## src/rtl/hazard_pkg.sv

```systemverilog
`default_nettype none
// ============================================================================
// Module      : hazard_pkg
// Description : Shared types and constants for the pipeline hazard controller.
//               Holds the FSM state encoding, the zero-register specifier, and
//               the upper bound on the load-use stall length.
// Revision    : 1.0 - initial release
// ============================================================================
package hazard_pkg;

   // Controller FSM: normal flow, or holding the front end after a load-use
   typedef enum logic {
      RUN     = 1'b0,
      LDSTALL = 1'b1
   } hz_state_e;

   // Register $0 is hard-wired to zero, so a load to it never creates a hazard
   localparam logic [4:0] REG_ZERO = 5'd0;

   // Largest stall length representable by the 3-bit stall down-counter
   localparam int MAX_LOAD_STALL = 7;

endpackage : hazard_pkg
`default_nettype wire

```

## src/rtl/sat_counter.sv

```systemverilog
`default_nettype none
// ============================================================================
// Module      : sat_counter
// Description : Saturating event counter with synchronous clear.
//               The count sticks at all-ones instead of wrapping. A clear
//               wins over an increment arriving in the same cycle.
// Ports       : clk - rising-edge clock
//               rst - synchronous active-high reset (count -> 0)
//               clr - synchronous clear (count -> 0)
//               inc - count one event this cycle
//               q   - current count [WIDTH-1:0]
// Revision    : 1.0 - initial release
// ============================================================================
module sat_counter #(
   parameter int WIDTH = 16
) (
   input  logic             clk,
   input  logic             rst,
   input  logic             clr,
   input  logic             inc,
   output logic [WIDTH-1:0] q
);

   logic [WIDTH-1:0] count_q;
   logic [WIDTH-1:0] count_d;

   always_comb begin
      count_d = count_q;
      if (clr) begin
         count_d = '0;
      end else if (inc && (count_q != {WIDTH{1'b1}})) begin
         count_d = count_q + 1'b1;
      end
   end

   always_ff @(posedge clk) begin
      if (rst) begin
         count_q <= '0;
      end else begin
         count_q <= count_d;
      end
   end

   assign q = count_q;

endmodule : sat_counter
`default_nettype wire

```

## src/rtl/hazard_ctrl.sv

```systemverilog
`default_nettype none
// ============================================================================
// Module      : hazard_ctrl
// Description : Pipeline hazard controller for the 5-stage core. Detects
//               load-use hazards and holds PC / IF/ID for LOAD_STALL_CYCLES
//               cycles while bubbling ID/EX, flushes IF/ID on taken
//               branches/jumps resolved in ID, and counts both event kinds.
// Ports       : clk, rst         - clock, synchronous active-high reset
//               if_id_rs/rt      - source specifiers of the ID instruction
//               if_id_uses_rt    - ID instruction actually reads rt
//               id_ex_mem_read   - EX instruction is a load
//               id_ex_rt         - destination register of that load
//               branch_taken     - ID branch/jump resolved taken
//               count_clr        - clear both event counters
//               pc_write, if_id_write, if_id_flush, id_ex_bubble
//                                - same-cycle pipeline register controls
//               stall_count, flush_count - saturating event counters
// Revision    : 1.0 - initial release
// ============================================================================
module hazard_ctrl
   import hazard_pkg::*;
#(
   parameter int LOAD_STALL_CYCLES = 1,
   parameter int COUNT_W           = 16,
   parameter int REG_W             = 5
) (
   input  logic               clk,
   input  logic               rst,
   input  logic [REG_W-1:0]   if_id_rs,
   input  logic [REG_W-1:0]   if_id_rt,
   input  logic               if_id_uses_rt,
   input  logic               id_ex_mem_read,
   input  logic [REG_W-1:0]   id_ex_rt,
   input  logic               branch_taken,
   input  logic               count_clr,
   output logic               pc_write,
   output logic               if_id_write,
   output logic               if_id_flush,
   output logic               id_ex_bubble,
   output logic [COUNT_W-1:0] stall_count,
   output logic [COUNT_W-1:0] flush_count
);

   // Out-of-range stall lengths are clamped into the legal 1..7 window
   localparam int c_stall_cycles = (LOAD_STALL_CYCLES < 1)              ? 1 :
                                   (LOAD_STALL_CYCLES > MAX_LOAD_STALL) ? MAX_LOAD_STALL :
                                                                          LOAD_STALL_CYCLES;
   // The hazard cycle itself is the first hold cycle; scnt covers the rest
   localparam logic [2:0] c_scnt_init = 3'(c_stall_cycles - 1);

   hz_state_e  state_q, state_d;
   logic [2:0] scnt_q,  scnt_d;
   logic       hz;
   logic       stall_inc;
   logic       flush_inc;

   assign hz = id_ex_mem_read
             && (id_ex_rt != REG_W'(REG_ZERO))
             && ((id_ex_rt == if_id_rs) || (if_id_uses_rt && (id_ex_rt == if_id_rt)));

   always_comb begin
      pc_write     = 1'b1;
      if_id_write  = 1'b1;
      if_id_flush  = 1'b0;
      id_ex_bubble = 1'b0;
      state_d      = state_q;
      scnt_d       = scnt_q;
      stall_inc    = 1'b0;
      flush_inc    = 1'b0;

      if (rst) begin
         // Write+Flush drains IF/ID while the PC is frozen
         pc_write     = 1'b0;
         if_id_flush  = 1'b1;
         id_ex_bubble = 1'b1;
         state_d      = RUN;
         scnt_d       = 3'd0;
      end else begin
         unique case (state_q)
            RUN: begin
               if (hz) begin
                  // Branch is dropped here: its operands may come from the load
                  pc_write     = 1'b0;
                  if_id_write  = 1'b0;
                  id_ex_bubble = 1'b1;
                  stall_inc    = 1'b1;
                  if (c_stall_cycles > 1) begin
                     state_d = LDSTALL;
                     scnt_d  = c_scnt_init;
                  end
               end else if (branch_taken) begin
                  if_id_flush = 1'b1;
                  flush_inc   = 1'b1;
               end
            end
            LDSTALL: begin
               pc_write     = 1'b0;
               if_id_write  = 1'b0;
               id_ex_bubble = 1'b1;
               scnt_d       = scnt_q - 3'd1;
               if (scnt_q == 3'd1) begin
                  state_d = RUN;
               end
            end
            default: begin
               state_d = RUN;
               scnt_d  = 3'd0;
            end
         endcase
      end
   end

   always_ff @(posedge clk) begin
      if (rst) begin
         state_q <= RUN;
         scnt_q  <= 3'd0;
      end else begin
         state_q <= state_d;
         scnt_q  <= scnt_d;
      end
   end

   sat_counter #(
      .WIDTH (COUNT_W)
   ) u_stall_cnt (
      .clk (clk),
      .rst (rst),
      .clr (count_clr),
      .inc (stall_inc),
      .q   (stall_count)
   );

   sat_counter #(
      .WIDTH (COUNT_W)
   ) u_flush_cnt (
      .clk (clk),
      .rst (rst),
      .clr (count_clr),
      .inc (flush_inc),
      .q   (flush_count)
   );

endmodule : hazard_ctrl
`default_nettype wire

```

## config.mk

```make
export PLATFORM = sky130hd
export DESIGN_NAME = hazard_ctrl
export DESIGN_NICKNAME = d
export VERILOG_FILES = /design/src/rtl/hazard_pkg.sv /design/src/rtl/sat_counter.sv /design/src/rtl/hazard_ctrl.sv
export SDC_FILE = /design/constraint.sdc
export NUM_CORES = 1
export LEC_CHECK = 0
export ABC_AREA = 1
export BUFFER_PORTS_ARGS = -buffer_cell sky130_fd_sc_hd__buf_2
export CAP_MARGIN = 20
export CORE_MARGIN = 2
export CORE_UTILIZATION = 45
export CTS_CLUSTER_SIZE = 25
export DETAILED_ROUTE_END_ITERATION = 12
export MAX_ROUTING_LAYER = met4
export PLACE_DENSITY = 0.8
export SLEW_MARGIN = 20
export SYNTH_ARGS = -nofsm -noshare
export SYNTH_HDL_FRONTEND = slang
export SYNTH_SLANG_ARGS = --single-unit
```

## constraint.sdc

```tcl
create_clock -name clk -period 1.6 [get_ports clk]
set_input_delay 0.32 -clock clk [delete_from_list [all_inputs] [get_ports clk]]
set_output_delay 0.32 -clock clk [all_outputs]
set_load 0.02 [all_outputs]
```

==> impl_metrics.json <==
{
  "required_ns": 1.83,
  "r2r-start": "u_stall_cnt.q[0]",
  "final_antenna_net_count": 0,
  "grt_max_degree": 16,
  "vias_per_cell": 5.37,
  "core_um2": 5110,
  "p_sw_uw": 499,
  "n_antenna_cell": 0,
  "yosysUniqueCellTypes": 33,
  "p_per_area_nw_per_um2": 512,
  "antenna_found_initial": 0,
  "seqPwrFrac_pct": 49.1,
  "drt_iter0_drc": 184,
  "track_usage_pct": 24.4,
  "drive_gt1_share_pct": 41.7,
  "worstPathArrival_ns": 2.05,
  "crit_type": "input port to flip-flop",
  "holdBufCountCts": 0,
  "regArea_um2": 748,
  "violations": "negative setup slack",
  "pwr-share-clk_pct": 35.8,
  "remaining_drc_errors": 0,
  "grt_overflow": 0,
  "report.final.slew_viol_count": 0,
  "syn2layout_area_growth_pct": 49.0,
  "yosysTopAreaCellShare_pct": 30.2,
  "synth.avg_cell_area_um2": 6.65,
  "cts_tree": "built",
  "ys_seq_area_share_pct": 30.2,
  "hold_viol": 0,
  "tns_ns": -3.55,
  "endpoint_kind": "flip-flop",
  "startpoint_type": "input port",
  "cts_buffers": 5,
  "syn_inst": 359,
  "gr-usage-met2_pct": 45.4,
  "finalWirelength_um": 7960,
  "pin_count": 57,
  "fmax_ghz": 0.548,
  "ys_ff_latch": 36,
  "dieArea_um2": 5900,
  "pwr-share-comb_pct": 15.2,
  "use_met3_pct": 4.35,
  "drv_cap": 0,
  "nFillCells": 400,
  "clock_latency_ns": 0.30,
  "multi_input_area_um2": 1620,
  "nNetsFinal": 492,
  "holdPathEnd": "u_flush_cnt.q[7]",
  "fin_crit_sh_pct": 114,
  "synthesis.nets": 384,
  "syn-cell-area_um2": 2390,
  "relSlewSlack_pct": 72.8,
  "rrSetupSlack_ns": -0.05,
  "whs_path_depth": 4,
  "avgRoutedWirePerCell_um": 14.8,
  "grt_pass1_wl_um": 11600,
  "gr-max-usage-layer": "met2",
  "r2r-end": "u_stall_cnt.q[2]",
  "dr_total_vias": 2887,
  "cts_sinks": 36,
  "switching_share_pct": 27.4,
  "start_util_pct": 46.7,
  "htreeDepth": 2,
  "synth_area_leader_cell": "dfxtp_1",
  "clkTransAtPathRegs_ns": 0.07,
  "synth_area_leaders": "dfxtp_1, nand2_1, inv_1",
  "min-delay-start": "count_clr",
  "drt-pass1-iter-count": 5,
  "outcome": "finished with violations",
  "die_h_um": 76.8,
  "grt_setup_unrepaired": "yes",
  "dp.cells": 512,
  "hp-class": "input port to flip-flop",
  "power.internal_uw": 1320,
  "worst_slack_ns": -0.225,
  "clk_root_buffer_cell": "clkbuf_8",
  "clockBufferDepth": 2,
  "chipWidth_um": 76.8,
  "fin_cells": 538,
  "dpl.hpwl_um": 4790,
  "r2r_cells": 10,
  "fin_skew_ns": 0.00463,
  "period_needed_ns": 1.83,
  "setup_viol": 20,
  "io_buffers": 56,
  "p_leak_uw": 0.00165,
  "crit_fanout": 7,
  "worstMarginPinSlew_ns": 0.406,
  "grtUsageMet1_pct": 25.2,
  "synth-warning-count": 0,
  "ir_worst_vdd_mv": 0.411,
  "row_count": 26,
  "grt_pass1_vias": 2716,
  "place_congestion": 0.921
}
-- final cells by class --
| type | count | share of cell area, % |
|---|---|---|
| repair buffers | 107 | 23.1 |
| multi-input cells | 268 | 45.5 |
| clock buffers | 7 | 2.15 |
| clock inverters | 1 | 0.141 |
| flip-flops and latches | 36 | 21.0 |
| inverters | 49 | 5.66 |
| well taps | 70 | 2.46 |
-- cell usage in the layout, fill, tap and decap left out, types with 4 or more instances in the layout --
master,n
a21oi_1,16
a21oi_2,10
buf_2,44
buf_4,44
buf_6,12
clkbuf_8,5
dfxtp_1,20
dfxtp_2,13
inv_1,37
inv_2,5
nand2_1,85
nand2_2,17
nand2_4,7
nand3_1,19
nand4_1,19
nor2_1,31
nor2_2,4
nor3_1,6
xnor2_1,6
xor2_1,14
-- worst max-delay path by stage --
stage / from / to / cells past startpoint
after detailed placement: id_ex_rt[1] / u_stall_cnt.q[13] / 11
final: id_ex_rt[3] / u_stall_cnt.q[2] / 14
after CTS: id_ex_rt[1] / id_ex_bubble / 12
after global routing: id_ex_rt[2] / u_stall_cnt.q[14] / 15
after global placement: id_ex_rt[2] / u_stall_cnt.q[3] / 11
after floorplan: u_stall_cnt.q[0] / u_stall_cnt.q[7] / 10
-- metal layers --
metal | up-vias | wire [um]
li1 | 1379 | -
met1 | 1361 | 3200
met2 | 124 | 4070
met3 | 23 | 469
met4 | 0 | 217
met5 | - | 0
-- registers in the layout (all words and copies together), names as in the netlist --
signal / flops
u_flush_cnt.q: 16
u_stall_cnt.q: 16
scnt_q: 3
state_q: 1
-- repair_timing --
action / 4_1_cts / 5_1_grt
setup buffers: 8 / 8
cloned: 0 / 3
endpoints found under the setup margin: 18 / 32
pin swaps: 8 / 30
resized for setup: 29 / 52
-- logic make-up (layout without fill, tap and decap cells) --
| logic type | count (synthesis) | in the layout | share of synthesized area [%] |
|---|---|---|---|
| buffers and inverters | 56 | 164 | 9.91 |
| flip-flops | 36 | 36 | 30.2 |
| AO/OA/AOI/OAI | 40 | 40 | 10.5 |
| AND/OR/NAND/NOR | 203 | 204 | 39.9 |
| adder cells (fa/ha/maj) | 4 | 4 | 2.10 |
| XOR/XNOR | 20 | 20 | 7.34 |
-- power by group through the flow --
stage	Combinational (uW)	Sequential (uW)	Clock (uW)
5_1_grt	294	894	697
4_1_cts	216	894	659
2_1_floorplan	95.1	917	0
3_5_place_dp	177	916	0
6_report	277	894	651
3_3_place_gp	172	916	0
-- worst max-delay path, stage by stage --
cell and delay (ns):
buf_8 0.10, nand2_1 0.06, nand2_1 0.04, nor2_1 0.21, nand3_1 0.18, nand2_2 0.12
buf_4 0.11, buf_4 0.09, buf_4 0.09, nand3_2 0.12, a21oi_4 0.23, clkbuf_16 0.20
nand2_1 0.05, a21oi_1 0.12
-- Yosys cell counts --
master and count:
nor4_1 2, nand4_2 1, clkinv_1 2, nand3b_1 1, clkbuf_1 3, o21bai_1 3
xor2_1 14, nor2_1 35, dfxtp_1 36, inv_1 44, nand2_4 1, buf_2 2
o21ai_0 6, nor3_4 3, a31oi_1 1, nand4_4 1, nor3_1 6, nand2_2 7
ha_1 4, nor3b_1 1, buf_12 1, o21ai_1 1, nor2_2 2, inv_2 3
nand3_1 22, and2_1 1, a21oi_2 11, buf_6 1, xnor2_1 6, nand4_1 19
a21oi_1 17, nand2_1 101, o22ai_1 1
-- per-stage QoR --
stage	worst slack (ns)	instance area, um^2	hold slack [ns]	utilization, %	total power [uW]
2_1_floorplan	0.00283	2440	0.444	-	1010
3_3_place_gp	-0.205	3020	0.452	59.1	1090
3_5_place_dp	-0.280	3020	0.480	59.1	1090
4_1_cts	-0.0483	3280	0.364	64.3	1770
5_1_grt	-0.279	3560	0.378	69.6	1880
6_report	-0.225	3560	0.375	69.6	1820
Note: power is estimated with default switching activity, not from simulation.
